## src/rtl/branch_resolve_ctrl.sv

```systemverilog
// rtl/branch_resolve_ctrl.sv - branch direction predictor and mispredict recovery sequencer
module branch_resolve_ctrl #(
   parameter int INDEX_W        = 6,
   parameter int RECOVER_CYCLES = 1
) (
   input  logic        clk,
   input  logic        rst_n,
   input  logic [31:0] if_pc,
   output logic        pred_taken,
   input  logic        ex_valid,
   input  logic        ex_stall,
   input  logic        ex_branch,
   input  logic        ex_jump,
   input  logic        ex_taken,
   input  logic [31:0] ex_pc,
   input  logic [31:0] ex_target,
   input  logic        ex_pred_taken,
   input  logic [31:0] ex_pred_target,
   output logic        redirect_valid,
   output logic [31:0] redirect_pc,
   output logic        flush_if_id,
   output logic        flush_id_ex,
   output logic        busy,
   output logic [31:0] mispredict_count
);

   localparam int BHT_N = 1 << INDEX_W;
   localparam int CNT_W = (RECOVER_CYCLES > 1) ? $clog2(RECOVER_CYCLES + 1) : 1;

   typedef enum logic [1:0] {
      S_IDLE,
      S_REDIRECT,
      S_RECOVER
   } state_t;

   state_t             state, state_nxt;
   logic [CNT_W-1:0]   rec_cnt, rec_cnt_nxt;
   logic [1:0]         bht [BHT_N];
   logic [INDEX_W-1:0] if_idx, ex_idx;
   logic [1:0]         bht_cur, bht_new;
   logic               res, mispredict, bht_we;
   logic [31:0]        corr_pc;
   logic               unused_pc_bits;

   assign if_idx         = if_pc[INDEX_W+1:2];
   assign ex_idx         = ex_pc[INDEX_W+1:2];
   assign pred_taken     = bht[if_idx][1];
   assign bht_cur        = bht[ex_idx];
   assign unused_pc_bits = ^{if_pc[31:INDEX_W+2], if_pc[1:0]};

   // Pulses and busy decode straight from the state register, so they trail the resolution by one cycle.
   assign redirect_valid = (state == S_REDIRECT);
   assign flush_if_id    = (state == S_REDIRECT);
   assign flush_id_ex    = (state == S_REDIRECT);
   assign busy           = (state != S_IDLE);

   // Qualify the EX resolution, detect a mispredict, and pick the next state and BHT write.
   always_comb begin
      state_nxt   = state;
      rec_cnt_nxt = rec_cnt;
      res         = ex_valid & ~ex_stall & (ex_branch | ex_jump) & (state == S_IDLE);
      mispredict  = res & ((ex_taken != ex_pred_taken) |
                           (ex_taken & ex_pred_taken & (ex_target != ex_pred_target)));
      corr_pc     = ex_taken ? ex_target : (ex_pc + 32'd4);
      // A branch+jump combination is treated as a jump, which never trains the table.
      bht_we      = res & ex_branch & ~ex_jump;
      bht_new     = bht_cur;
      if (ex_taken) begin
         if (bht_cur != 2'b11) bht_new = bht_cur + 2'b01;
      end else begin
         if (bht_cur != 2'b00) bht_new = bht_cur - 2'b01;
      end
      case (state)
         S_IDLE: begin
            if (mispredict) state_nxt = S_REDIRECT;
         end
         S_REDIRECT: begin
            if (RECOVER_CYCLES > 0) begin
               state_nxt   = S_RECOVER;
               rec_cnt_nxt = CNT_W'(RECOVER_CYCLES);
            end else begin
               state_nxt = S_IDLE;
            end
         end
         S_RECOVER: begin
            if (rec_cnt <= CNT_W'(1)) state_nxt = S_IDLE;
            else                      rec_cnt_nxt = rec_cnt - CNT_W'(1);
         end
         default: state_nxt = S_IDLE;
      endcase
   end

   // State, recovery counter, corrected PC and mispredict tally.
   always_ff @(posedge clk or negedge rst_n) begin
      if (!rst_n) begin
         state            <= S_IDLE;
         rec_cnt          <= '0;
         redirect_pc      <= '0;
         mispredict_count <= '0;
      end else begin
         state   <= state_nxt;
         rec_cnt <= rec_cnt_nxt;
         if (mispredict) begin
            redirect_pc      <= corr_pc;
            mispredict_count <= mispredict_count + 32'd1;
         end
      end
   end

   // Branch history table; written at the edge so same-cycle lookups see the old value.
   always_ff @(posedge clk or negedge rst_n) begin
      if (!rst_n) begin
         for (int i = 0; i < BHT_N; i++) bht[i] <= 2'b01;
      end else if (bht_we) begin
         bht[ex_idx] <= bht_new;
      end
   end

endmodule

```

## config.mk

```make
export PLATFORM = sky130hd
export DESIGN_NAME = branch_resolve_ctrl
export DESIGN_NICKNAME = d
export VERILOG_FILES = /design/src/rtl/branch_resolve_ctrl.sv
export SDC_FILE = /design/constraint.sdc
export NUM_CORES = 1
export LEC_CHECK = 0
export ABC_AREA = 1
export BUFFER_PORTS_ARGS = -buffer_cell sky130_fd_sc_hd__clkbuf_2
export CAP_MARGIN = 20
export CORE_MARGIN = 2
export CORE_UTILIZATION = 40
export DETAILED_ROUTE_END_ITERATION = 8
export PLACE_DENSITY = 0.7
export SLEW_MARGIN = 20
export SYNTH_ARGS = -nofsm -noshare
export SYNTH_HDL_FRONTEND = slang
export SYNTH_SLANG_ARGS = --single-unit
```

## constraint.sdc

```tcl
create_clock -name clk -period 3.4 [get_ports clk]
set_input_delay 0.51 -clock clk [delete_from_list [all_inputs] [get_ports clk]]
set_output_delay 0.51 -clock clk [all_outputs]
set_load 0.05 [all_outputs]
```

==> flow_summary_export.csv <==
group,metric,value,unit
floorplanning,fp.dieArea,0.0321,mm2
floorplanning,ios,205,
global_route,grt_pass1_wl,60200,um
floorplanning,die_x,179,um
clock_network,postCtsSetupBuffers,0,
clock_network,clk_latency,0.45,ns
power,clkPwrFrac,0.316,
logic_synthesis,synthFlopType,"dfrtp_1",
logic_synthesis,synth_area,0.0123,mm2
place,portBuffers,178,
routing,routed_via_density,5.16,
setup_path,worst_setup_path_start_kind,"primary input",
power,intPower,3870,uW
clock_network,root_buffer,"clkbuf_16",
logic_synthesis,ys_ff_latch,194,
clock_network,cts.repair.resized,0,
power,sw_frac_of_total,0.382,
clock_network,cts_sinks,194,
clock_network,cts_buffer_depth,2,
routing,drc,0,
timing,fmax,0.346,GHz
timing,worst_pin_slew,0.862,ns
place,preCtsSetupSlack,0.416,ns
power,cellLeakagePower,0.00723,uW
logic_synthesis,synth_top_area_frac,0.282,
logic_synthesis,synth_common_cells,"922 x nand2_1, 173 x nor2_1, 141 x inv_1",
floorplanning,core-area,0.0304,mm2
timing,layout_min_cycle_time,2.89,ns
timing,final.period_utilization,0.849,
timing,worst_slack,0.513,ns
setup_path,crit_required,2.89,ns
floorplanning,die_h,179,um
worst_hold_path,holdCritPathClass,"in2async",
timing,rsz0062_at_grt,"no",
clock_network,ctsHoldBuffers,0,
clock_network,cts_tree,"built",
timing,maxSlewViolCount,0,
run_status,status,"complete, no violations",
timing,slew_headroom,0.426,
setup_path,end_kind,"primary output",
finish,drive_gt1_frac,0.152,
power,p_per_area,442,mW/mm2
job,drv_cap,0,
setup_path,critPathMaxFanout,22,
logic_synthesis,synth_seq_area_share,0.402,
floorplanning,initial_utilization,0.403,
floorplanning,num_rows,64,
clock_network,clk_pin_slew,0.09,ns
logic_synthesis,synth_most_common_cell,"nand2_1",
routing,routed_wl,38300,um
global_route,grt_max_degree,100,
routing,ant_nets,0,
routing,dr.first_iter.drc_count,970,
routing,wl_per_cell,15.7,um
setup_path,path_class,"in2out",
timing,clock-skew-final,0.0150,ns
timing,setup_tns,0,ns
global_route,grt-ovfl-total,0,
setup_path,arrival,2.38,ns
power,p_sw,2390,uW
power,pwr-share-seq,0.425,
power,p_comb_frac,0.259,
timing,setup_viol,0,
power,peakVddDrop,0.000337,V
logic_synthesis,synth_edf_count,0,
finish,nets,2166,
global_route,track_usage,0.238,
logic_synthesis,synthTopCellsByArea,"nand2_1 28%, dfrtp_1 26%, dfstp_2 14%, nor2_1 5.3%, inv_1 4.3%",
logic_synthesis,yosysWarnings,0,
logic_synthesis,syn_nets,2020,
routing,drt_first_pass_iters,6,
routing,vias,12569,
clock_network,htree_num_levels,4,
logic_synthesis,synth_cells,1881,
logic_synthesis,ys_types,39,
clock_network,cts_buffers,17,
place,place_hpwl,26100,um
logic_synthesis,synthArstFlopShare,1.00,
timing,hold_viol_final,0,
global_route,grt_pass1_vias,11812,
finish,syn_to_final_growth,15.2,%
logic_synthesis,post-synth-top-area-cell,"nand2_1",
logic_synthesis,syn_avg_cell_area,6.53,um2
place,globalplace.congestion,0.904,
global_route,antenna_found_initial,1,
-- registers in the layout, summed over array words and instances (netlist names) --
signal            cells
bht                 128
state                 2
mispredict_count     32
redirect_pc          32
-- path summary, 6_finish.rpt --
path	from	to	slack (ns)	cells after the start
min	rst_n	mispredict_count[28]	0.11	1
min in group clk	ex_target[14]	redirect_pc[14]	0.39	5
max in group asynchronous	rst_n	bht[24]	2.30	2
max	if_pc[2]	pred_taken	0.51	10
max reg2reg	state[0]	bht[21]	0.85	10
min reg2reg	state[1]	state[1]	0.45	1
-- power groups by stage --
| stage | sequential, uW | combinational [uW] | clock [uW] |
|---|---|---|---|
| CTS | 2650 | 1620 | 2010 |
| global route | 2680 | 1750 | 2100 |
| detailed placement | 2700 | 1620 | 0 |
| finish | 2660 | 1620 | 1980 |
| floorplan | 3220 | 547 | 0 |
| global placement | 2690 | 1600 | 0 |
-- cells by family after synthesis --
group | Yosys count | synth area share
multiplexers | 2 | 0.00163
AO/OA/AOI/OAI | 127 | 0.0582
flip-flops | 194 | 0.402
adder cells (fa/ha/maj) | 3 | 0.00306
XOR/XNOR | 76 | 0.0542
AND/OR/NAND/NOR | 1260 | 0.408
buffers and inverters | 219 | 0.0729
-- critical path, stage by stage --
cell	delay [ns]
clkbuf_2	0.38
buf_4	0.35
a21oi_1	0.11
o21ai_0	0.11
o21ai_0	0.13
o211ai_1	0.22
nand3_1	0.10
nand3b_1	0.10
nand2_1	0.09
clkbuf_2	0.25
-- metrics by stage --
step | utilization | power (uW) | hold slack, ns | instances | instance area (um2)
6_report | 0.465 | 6260 | 0.108 | 2437 | 14100
5_1_grt | 0.465 | 6530 | 0.171 | 2437 | 14100
4_1_cts | 0.465 | 6290 | 0.171 | 2436 | 14100
3_5_place_dp | 0.446 | 4310 | 0.439 | 2404 | 13600
3_3_place_gp | 0.446 | 4290 | 0.434 | 2404 | 13600
2_1_floorplan | - | 3770 | 0.214 | 1881 | 12300
-- cell type report --
| type | count | area [um2] |
|---|---|---|
| Fill cell | 3139 | 16300 |
| Antenna cell | 1 | 2.50 |
| Sequential cell | 194 | 4930 |
| Timing Repair Buffer | 202 | 1140 |
| Inverter | 144 | 541 |
| Clock buffer | 18 | 439 |
| Multi-Input combinational cell | 1468 | 6470 |
| Tap cell | 396 | 495 |
| Clock inverter | 14 | 125 |
-- per-layer routing --
metal / track usage / part of all wire / vias up
li1: - / - / 6128
met1: 0.301 / 0.43 / 5904
met2: 0.405 / 0.47 / 473
met3: 0.0420 / 0.078 / 64
met4: 0.0887 / 0.023 / 0
met5: 0 / 0 / -
-- cell usage in the layout, fill, tap and decap left out, types with 2 or more instances in the layout --
master	synthesis	layout
inv_8	0	2
xor2_1	29	29
o21ai_1	6	6
nor2_1	173	173
clkinvlp_4	0	5
o221ai_1	4	4
ha_1	3	3
o21ai_0	77	77
clkbuf_8	0	2
inv_6	0	2
nand4_1	16	16
a21boi_0	2	2
nand3b_1	5	5
nand3_1	93	92
nor3_1	29	29
inv_1	141	141
o22ai_1	4	4
o211ai_1	18	18
mux2i_1	2	2
dfstp_2	64	64
dfrtp_1	130	130
buf_4	5	19
clkbuf_2	0	177
buf_12	0	5
inv_2	2	2
nand2_2	2	3
nand2_1	922	921
or2_1	4	4
nor4_1	10	10
clkbuf_16	0	17
xnor2_1	47	47
a21oi_1	13	13
clkinv_4	0	3
(Power assumes the default switching activity.)
